## config.mk

```make
export PLATFORM = sky130hd
export DESIGN_NAME = inst_encoder
export DESIGN_NICKNAME = d
export VERILOG_FILES = /design/src/rtl/inst_enc_pkg.sv /design/src/rtl/inst_pack.sv /design/src/rtl/inst_encoder.sv
export SDC_FILE = /design/constraint.sdc
export NUM_CORES = 1
export LEC_CHECK = 0
export ABC_AREA = 1
export BUFFER_PORTS_ARGS = -buffer_cell sky130_fd_sc_hd__buf_2
export CAP_MARGIN = 15
export CORE_MARGIN = 2
export CORE_UTILIZATION = 56
export CTS_CLUSTER_DIAMETER = 50
export DETAILED_ROUTE_END_ITERATION = 6
export GPL_ROUTABILITY_DRIVEN = 1
export PLACE_DENSITY = 0.84
export SYNTH_ARGS = -nofsm -noshare
export SYNTH_HDL_FRONTEND = slang
export SYNTH_SLANG_ARGS = --single-unit
```

## constraint.sdc

```tcl
create_clock -name clk -period 3.3 [get_ports clk]
set_input_delay 0.33 -clock clk [delete_from_list [all_inputs] [get_ports clk]]
set_output_delay 0.33 -clock clk [all_outputs]
set_load 0.02 [all_outputs]
```

## src/rtl/inst_enc_pkg.sv

```systemverilog
// Shared constants and types for the RV32I instruction encoder:
// opcodes, funct fields, request codes, the NOP word and the FSM states.
package inst_enc_pkg;

  localparam logic [6:0] OP_R      = 7'b0110011;
  localparam logic [6:0] OP_LOAD   = 7'b0000011;
  localparam logic [6:0] OP_STORE  = 7'b0100011;
  localparam logic [6:0] OP_BRANCH = 7'b1100011;

  localparam logic [2:0] F3_ADD_SUB = 3'b000;
  localparam logic [2:0] F3_AND     = 3'b111;
  localparam logic [2:0] F3_OR      = 3'b110;
  localparam logic [2:0] F3_WORD    = 3'b010;
  localparam logic [2:0] F3_BEQ     = 3'b000;

  localparam logic [6:0] F7_BASE = 7'b0000000;
  localparam logic [6:0] F7_SUB  = 7'b0100000;

  localparam logic [1:0] REQ_R   = 2'b00;
  localparam logic [1:0] REQ_LW  = 2'b01;
  localparam logic [1:0] REQ_SW  = 2'b10;
  localparam logic [1:0] REQ_BEQ = 2'b11;

  localparam logic [1:0] ALU_ADD = 2'b00;
  localparam logic [1:0] ALU_SUB = 2'b01;
  localparam logic [1:0] ALU_AND = 2'b10;
  localparam logic [1:0] ALU_OR  = 2'b11;

  // addi x0, x0, 0 -- substituted for any request whose immediate cannot be encoded
  localparam logic [31:0] NOP_WORD = 32'h0000_0013;

  typedef enum logic [1:0] {
    S_IDLE = 2'd0,
    S_ENC  = 2'd1,
    S_WR   = 2'd2,
    S_FULL = 2'd3
  } enc_state_e;

endpackage

```

## src/rtl/inst_pack.sv

```systemverilog
// Combinational field packer: turns a decoded request into an RV32I word and
// flags immediates that do not fit the chosen instruction format.
module inst_pack
  import inst_enc_pkg::*;
(
  input  logic [1:0]  i_op,
  input  logic [1:0]  i_alu,
  input  logic [4:0]  i_rd,
  input  logic [4:0]  i_rs1,
  input  logic [4:0]  i_rs2,
  input  logic [12:0] i_imm,
  output logic [31:0] o_word,
  output logic        o_bad
);

  logic [31:0] w_raw;
  logic [2:0]  w_f3;
  logic [6:0]  w_f7;

  // Pack fields per format; out-of-range immediates fall back to a NOP
  always_comb begin
    w_raw = NOP_WORD;
    o_bad = 1'b0;
    w_f3  = F3_ADD_SUB;
    w_f7  = F7_BASE;
    unique case (i_op)
      REQ_R: begin
        unique case (i_alu)
          ALU_ADD: begin w_f3 = F3_ADD_SUB; w_f7 = F7_BASE; end
          ALU_SUB: begin w_f3 = F3_ADD_SUB; w_f7 = F7_SUB;  end
          ALU_AND: begin w_f3 = F3_AND;     w_f7 = F7_BASE; end
          ALU_OR:  begin w_f3 = F3_OR;      w_f7 = F7_BASE; end
        endcase
        w_raw = {w_f7, i_rs2, i_rs1, w_f3, i_rd, OP_R};
      end
      REQ_LW: begin
        // 12-bit immediate: bit 12 must be a copy of the sign bit 11
        o_bad = i_imm[12] ^ i_imm[11];
        w_raw = {i_imm[11:0], i_rs1, F3_WORD, i_rd, OP_LOAD};
      end
      REQ_SW: begin
        o_bad = i_imm[12] ^ i_imm[11];
        w_raw = {i_imm[11:5], i_rs2, i_rs1, F3_WORD, i_imm[4:0], OP_STORE};
      end
      REQ_BEQ: begin
        // Branch offsets are in halfwords; an odd byte offset cannot be encoded
        o_bad = i_imm[0];
        w_raw = {i_imm[12], i_imm[10:5], i_rs2, i_rs1, F3_BEQ,
                 i_imm[4:1], i_imm[11], OP_BRANCH};
      end
    endcase
    o_word = o_bad ? NOP_WORD : w_raw;
  end

endmodule

```

## src/rtl/inst_encoder.sv

```systemverilog
// Instruction encoder/writer: accepts requests over valid/ready, packs them
// into RV32I words and writes them sequentially into instruction memory.
module inst_encoder
  import inst_enc_pkg::*;
#(
  parameter int ADDR_W = 6
) (
  input  logic              clk,
  input  logic              rst,
  input  logic              start,
  input  logic              req_valid,
  output logic              req_ready,
  input  logic [1:0]        req_op,
  input  logic [1:0]        req_alu,
  input  logic [4:0]        req_rd,
  input  logic [4:0]        req_rs1,
  input  logic [4:0]        req_rs2,
  input  logic [12:0]       req_imm,
  output logic              imem_we,
  output logic [ADDR_W-1:0] imem_addr,
  output logic [31:0]       imem_wdata,
  output logic [ADDR_W:0]   count,
  output logic              full,
  output logic              err_imm
);

  localparam logic [ADDR_W:0] CNT_ONE  = 1;
  localparam logic [ADDR_W:0] CNT_LAST = (CNT_ONE << ADDR_W) - CNT_ONE;

  enc_state_e r_state, w_next;

  logic [1:0]      r_op, r_alu;
  logic [4:0]      r_rd, r_rs1, r_rs2;
  logic [12:0]     r_imm;
  logic [31:0]     r_word;
  logic [ADDR_W:0] r_count;
  logic            r_err;

  logic [31:0]     w_word;
  logic            w_bad;
  logic            w_accept;

  assign w_accept = req_valid && req_ready;

  inst_pack u_pack (
    .i_op   (r_op),
    .i_alu  (r_alu),
    .i_rd   (r_rd),
    .i_rs1  (r_rs1),
    .i_rs2  (r_rs2),
    .i_imm  (r_imm),
    .o_word (w_word),
    .o_bad  (w_bad)
  );

  // State register
  always_ff @(posedge clk or negedge rst) begin
    if (!rst) r_state <= S_IDLE;
    else      r_state <= w_next;
  end

  // Next-state logic; start overrides everything and drops any in-flight word
  always_comb begin
    w_next = r_state;
    if (start) begin
      w_next = S_IDLE;
    end else begin
      unique case (r_state)
        S_IDLE: if (w_accept) w_next = S_ENC;
        S_ENC:  w_next = S_WR;
        S_WR:   w_next = (r_count == CNT_LAST) ? S_FULL : S_IDLE;
        S_FULL: w_next = S_FULL;
      endcase
    end
  end

  // Outputs decoded from state; ready is held low while reset is asserted
  always_comb begin
    req_ready  = rst && (r_state == S_IDLE) && !start;
    imem_we    = (r_state == S_WR) && !start;
    imem_wdata = (r_state == S_WR) ? r_word : 32'h0;
    full       = (r_state == S_FULL);
  end

  assign imem_addr = r_count[ADDR_W-1:0];
  assign count     = r_count;
  assign err_imm   = r_err;

  // Word counter (doubles as write pointer) and sticky immediate-error flag
  always_ff @(posedge clk or negedge rst) begin
    if (!rst) begin
      r_count <= '0;
      r_err   <= 1'b0;
    end else if (start) begin
      r_count <= '0;
      r_err   <= 1'b0;
    end else begin
      if (r_state == S_ENC && w_bad) r_err   <= 1'b1;
      if (r_state == S_WR)           r_count <= r_count + CNT_ONE;
    end
  end

  // Request field latch and packed-word register
  always_ff @(posedge clk) begin
    if (w_accept) begin
      r_op  <= req_op;
      r_alu <= req_alu;
      r_rd  <= req_rd;
      r_rs1 <= req_rs1;
      r_rs2 <= req_rs2;
      r_imm <= req_imm;
    end
    if (r_state == S_ENC) r_word <= w_word;
  end

endmodule
```

==> results summary, run 1 <==
The flow ran to the end, and the final reports show no timing, DRC or antenna violations. STA classifies the critical path startpoint as a register. The worst slack at placement is 1.523 ns.

The HPWL reported at the end of detailed placement came out at 3.785 mm. Max-cap violations in this run came to 0. In this run the tool buffered the top-level ports with 82 buffer cells. By startpoint and endpoint, the worst setup path is classified as reg -> out.

The fraction of final layout cells sized beyond drive strength 1 is 26.11%. For this run the aggregate overflow at the end of global routing stands at 0. For this run, design rule violations remaining after detail routing come to 0. After detailed routing, the average wire length per cell comes to 11.62 um. The number of distinct library cells after synthesis is 22. The post-layout instance count excluding filler cells came out at 455. The maximum clock frequency is 0.4877 GHz. The initial antenna violation count came to 0.

The mux contribution to synthesized area is 0%. 0 antenna diodes ended up in the layout. Summing the areas of all fa, ha and maj instances in the mapped netlist gives 2.426% of the synthesized area. Leaving out fill and tap cells, the most frequent cell in the layout is buf_2. The post-place instance area came out at 0.003510 sq mm.

The count of H-tree levels built during CTS is 3. Total power for the finished layout comes to 2.296 mW. The share of the clock period used by the worst path came out at 62.14%.

The required time reported for the critical path endpoint is 2.97 ns. Yosys attributes the largest share of cell area to edfxtp_1 58%, dfrtp_1 8.1%, inv_1 7.8%. The total number of placement rows came out at 27. The simple-gate share of the synthesized area is 15.24%. The signed area change from the synthesized netlist to the final layout came out at 18.44%. The die width came out at 78.33 um. After routing the design area is 0.003665 sq mm. The static power due to leakage is 1.825 nW. The maximum fanout count along the critical path is 36.

The number of hold violations in the final report came out at 0. The CTS tree is done. The final max-slew violation count came out at 0. The final setup violation count came out at 0. The average via count per standard cell came out at 4.721. For the final routed database, the setup TNS stands at 0 ns. After synthesis the netlist holds a flip-flop and latch count of 70. The clock net in this run drives a total of 70 sinks. The number of cells in the design after placement is 440. The maximum root-to-sink buffer count is 2. In this run the standard cell core region covers 0.005405 sq mm. The maximum vdd drop is 0.3263 mV. The iteration-0 DRC count of the detailed router is 99. The post-layout net count came out at 422. The number of routed nets with antenna violations is 0. Global routing consumed, over all layers together, 18.83% of the routing resources. Wires add up to 5.287 mm. The post-route core utilization came out at 67.80%. The path class of the tightest hold or removal check is in -> reg. Entering global routing, the biggest net connects 37 pins. Summing over every cut layer, the via total after detailed routing is 2148. The time the worst path needs with I/O delays and setup is 2.050 ns. The detailed-router iteration count before antenna repair came out at 4. The dominant cell type by area after synthesis is edfxtp_1. The endpoint kind of the worst setup timing path is a primary output.

The worst clock skew is 0.004708 ns. The first global-routing pass estimated 8.521 mm of wire. The worst hold margin is 0.1621 ns.

The initial core utilization came out at 57.25%. The tree is rooted in a clkbuf_8. The clock transition time at the flip-flop clock pins of the worst setup and hold paths came out at 0.07 ns. The worst slew margin relative to its limit came out at 58.87%. Setup repair after global routing left no endpoint under its margin. Leaving out fill and tap cells, the most frequent cells in the layout are 82 x buf_2, 64 x inv_1, 63 x nor2_1.

The synthesized netlist devotes 0% of its cell area to XOR and XNOR gates. For this run, the number of Yosys warnings is 0. The cell area after synthesis came out at 0.003094 sq mm. In the post-route analysis, the smallest setup slack over all paths is 1.250 ns. The transition at the pin with the smallest max-transition slack came out at 0.6148 ns. The complex-gate fraction of the synthesized area is 4.569%. The sequential cell area fraction in the yosys report is 66.32%. By area, the combinational part of the netlist is dominated by simple AND/OR/NAND/NOR gates.

The CTS buffer count came out at 9. The height of the chip came out at 78.33 um. At the later pin of the worst-skew pair, clock insertion delay measures 0.34 ns. Routability-driven placement finished with a final weighted congestion of 0.7843. The area of the die is 0.006136 sq mm. The data arrival time of the critical path came out at 1.72 ns. The area share of the leading cell type in the synthesized netlist is 58.23%. The power per cell area is 626.5 mW/mm^2.

The instance count of the mapped netlist is 298. The number of placed I/O pins is 85. The number of global-route vias before repair is 1985.

The synthesized area per cell came out at 10.38 sq um.
[flip-flops by register name, summed over array words and instances (netlist names)]
name     cells
r_alu        2
r_rd         5
r_imm       13
r_rs2        5
r_word      28
r_op         2
count        7
r_rs1        5
r_state      2
err_imm      1
[cell type report]
cell class	count	area [sq um]
flip-flops and latches	70	2052
inverters	65	244.0
clock buffers	11	131.4
repair buffers	85	435.4
fillers	430	1740
clock inverters	3	13.76
multi-input cells	149	698.2
well taps	72	90.09
[repair_timing]
action / 4_1_cts / 5_1_grt
resized for setup: 0 / 0
hold endpoints to repair: 10 / 0
hold buffers: 1 / 0
setup buffers: 0 / 0
[worst paths after layout]
path / endpoint / cells after the start / slack (ns) / from
min in group asynchronous: count[5]$_DFFE_PN0P_ / 2 / 0.39 / rst
setup / recovery: imem_we / 4 / 1.25 / r_state[0]$_DFFE_PN0P_
max in group asynchronous: r_state[0]$_DFFE_PN0P_ / 2 / 2.69 / rst
hold reg to reg: err_imm$_DFFE_PN0P_ / 2 / 0.52 / err_imm$_DFFE_PN0P_
setup reg to reg: r_word[7]$_SDFFCE_PP0N_ / 6 / 1.49 / r_op[0]$_DFFE_PP_
hold / removal: r_rs1[4]$_DFFE_PP_ / 1 / 0.16 / req_rs1[4]
[routing by layer]
metal	wire length, um	up-vias	global-route usage [%]	part of all wire, %
met1	2129	951	21.08	40
met3	371	10	7.471	7.0
met4	104	0	10.35	2.0
met5	0	-	0	0
li1	-	1094	-	-
met2	2682	93	30.86	51
[critical path: stages, from the launching register on]
cell	delay, ns
dfrtp_1	0.40
inv_1	0.11
nand2_2	0.36
nor2_1	0.30
buf_2	0.21
[logic make-up (layout without fill, tap and decap cells)]
logic type      Yosys count  in the layout
flops                    70             70
other cells               1              2
buf+inv                  80            164
fa+ha+maj                 6              6
compound gates           25             25
simple gates            116            116
[where the power goes]
| group | switching [mW] | internal [mW] |
|---|---|---|
| registers | 0.0508 | 1.14 |
| clock network | 0.287 | 0.260 |
| logic | 0.402 | 0.157 |
[Yosys cell counts, drive strengths merged]
cell type and number:
inv 65, nand2 33, ha 6, conb 1
buf 15, edfxtp 60, o21ai 11, dfrtp 10
a21oi 7, a31oi 1, nor3 5, nand3 12
nor2 65, nand4 1, o21a 1, a22oi 5
Power figures use the tool's default switching activity.
==> run 2: changes to the inputs <==
--- a/config.mk
+++ b/config.mk
@@ -9,11 +9,11 @@
 export BUFFER_PORTS_ARGS = -buffer_cell sky130_fd_sc_hd__buf_2
 export CAP_MARGIN = 15
 export CORE_MARGIN = 2
-export CORE_UTILIZATION = 56
+export CORE_UTILIZATION = 52
 export CTS_CLUSTER_DIAMETER = 50
 export DETAILED_ROUTE_END_ITERATION = 6
 export GPL_ROUTABILITY_DRIVEN = 1
-export PLACE_DENSITY = 0.84
+export PLACE_DENSITY = 0.78
 export SYNTH_ARGS = -nofsm -noshare
 export SYNTH_HDL_FRONTEND = slang
 export SYNTH_SLANG_ARGS = --single-unit
==> constraint.sdc (replaced) <==
create_clock -name clk -period 1.95 [get_ports clk]
set_input_delay 0.195 -clock clk [delete_from_list [all_inputs] [get_ports clk]]
set_output_delay 0.195 -clock clk [all_outputs]
set_load 0.02 [all_outputs]
==> run 2 against run 1 <==
Clock power rose by 120%. Clock skew rose by 0.0026 ns. Combinational power rose by 77%. Setup slack got worse by 1.1 ns. Critical path depth rose by 1. Utilization fell by 3.5 points. Highest routed layer unchanged. Largest cell class unchanged. Worst hold slack got worse by 0.13 ns. Clock-buffer cell count did not move. Wire length rose by 0.98%.
==> results summary, run 2 (synthesized netlist as in run 1, its figures left out) <==
The clock transition time at the flip-flop clock pins of the worst setup and hold paths came out at 0.07 ns. The fraction of final layout cells sized beyond drive strength 1 is 27.01%. The core region is 0.005851 sq mm. The number of buffers added for setup after CTS came out at 0.

The number of global-route vias before repair came out at 1966. The maximum root-to-sink buffer count came out at 2. The maximum clock frequency came out at 0.5602 GHz.

The share of the clock period used by the worst path came out at 91.54%. The number of sinks handled by clock tree synthesis is 70. At the later pin of the worst-skew pair, clock insertion delay measures 0.33 ns.

After layout, the minimum clock period comes to 1.785 ns. The root cell of the clock tree is clkbuf_8. The remaining routing DRC violations came out at 0. The kind of critical path is reg -> reg. The CTS buffer count came out at 9. The maximum fanout count along the critical path came out at 12. The final max-slew violation count came out at 0. The clock share of power is 28.6%. The setup TNS is 0 ns.

The static power due to leakage came out at 1.858 nW. Leaving out fill and tap cells, the most frequent cell in the layout is buf_2. The total number of placement rows is 28. The average detailed-routed wire length per instance came out at 11.61 um. The routed layout has 2159 vias.

The iteration-0 DRC count of the detailed router is 104. The die is 81.14 um tall. The worst clock skew is 0.007333 ns.

The initial antenna violation count is 0. The fraction of power consumed by sequential logic is 47.9%. The initial core utilization is 52.89%. The number of hold violations in the final report came out at 0. The first-pass GRT wire length is 8.493 mm. The flow ran to the end, and the final reports show no timing, DRC or antenna violations. The average via count per standard cell came out at 4.693. The min-delay analysis places its worst path in the category in -> reg. The number of flip-flops under the largest register name is 28. The maximum vdd drop is 0.5870 mV. Setup repair after global routing left no endpoint under its margin.

Hold is met by 0.03328 ns. Combinational logic burns 23.5% of the power. The count of H-tree levels built during CTS is 3. Entering global routing, the biggest net connects 37 pins. The tool flagged a number of max-cap violations equal to 0.

The routability congestion estimate is 0.7992. The aggregate global-route resource usage came out at 17.86%. The fraction of power spent switching nets is 30.26%. In this run the count of I/O pins placed on the die edge is 85. Data on the critical path arrives at its endpoint at 1.80 ns. r_word holds more flip-flops than any other register. The internal power came out at 2.939 mW.

The detailed-router iteration count before antenna repair is 4. The die covers 0.006584 sq mm. The top cell types in the final layout, fill and taps aside, are 82 x buf_2, 63 x inv_1, 63 x nor2_1. The number of port buffers came out at 82. The post-layout net count came out at 422. Power spread over the standard cell area amounts to 1119 mW/mm^2. The worst setup path is launched from a register. The net switching power came out at 1.275 mW. The CTS tree is done. The die width is 81.14 um. The HPWL reported at the end of detailed placement came out at 3.863 mm. The number of antenna cells inserted is 0. The total overflow left after global routing is 0.

The signed area change from the synthesized netlist to the final layout is 21.67%. The wire length after detailed routing came out at 5.339 mm. The required time reported for the critical path endpoint is 1.97 ns. The endpoint kind of the worst setup timing path is a register.

The number of routed nets with antenna violations came out at 0. Setup violations remaining at the end of the flow were counted as 0.
[run 2: worst max-delay path, stage by stage, from the launching register on]
cell        delay (ns)
edfxtp_1          0.47
inv_1             0.13
ha_2              0.25
clkinvlp_4        0.23
nand2_4           0.17
nand2_1           0.20
[run 2: cell type report]
class	instances	area (sq um)
Timing Repair Buffer	85	460.4
Inverter	65	247.7
Multi-Input combinational cell	149	705.7
Clock buffer	11	131.4
Sequential cell	70	2052
Tap cell	75	93.84
Clock inverter	5	73.82
Fill cell	458	2086
[run 2: repair_timing]
item                                    in CTS  in global routing
hold buffers                                 1                  0
endpoints found under the setup margin       3                  4
hold endpoints to repair                    10                  0
gates resized for setup                      1                  2
[run 2: per-layer routing]
layer / vias up / share of wire (%) / global-route usage, %
met1: 970 / 41 / 20.78
met4: 0 / 1.5 / 11.02
met5: - / 0 / 0
met2: 83 / 50 / 29.42
li1: 1100 / - / -
met3: 6 / 6.7 / 4.889
[run 2: worst paths after layout]
kind	from	to	slack, ns	cells after the start
hold reg to reg	err_imm$_DFFE_PN0P_	err_imm$_DFFE_PN0P_	0.53	2
min in group asynchronous	rst	count[3]$_DFFE_PN0P_	0.26	2
setup reg to reg	r_op[0]$_DFFE_PP_	r_word[4]$_SDFFCE_PP1N_	0.17	5
max in group asynchronous	rst	count[1]$_DFFE_PN0P_	1.48	2
setup / recovery	r_op[0]$_DFFE_PP_	r_word[4]$_SDFFCE_PP1N_	0.17	5
hold / removal	req_imm[12]	r_imm[12]$_DFFE_PP_	0.03	1
[run 2: stage by stage]
stage          utilization [%]  cells  power, mW  setup WS [ns]  cell area [sq um]
2_1_floorplan                -    299      2.723         0.1951               3100
3_3_place_gp             60.48    443      3.015         0.2871               3538
3_5_place_dp             60.48    443      3.034         0.1754               3538
4_1_cts                  64.24    460      4.251         0.1401               3759
5_1_grt                  64.35    460      4.440        0.07225               3765
6_report                 64.35    460      4.214         0.1650               3765
[run 2: power groups by stage]
stage	Combinational, mW	Clock [mW]	Sequential [mW]
floorplan	0.672	0	2.05
global placement	0.976	0	2.04
detailed placement	0.988	0	2.05
CTS	1.00	1.23	2.02
global route	1.11	1.29	2.04
finish	0.991	1.21	2.02
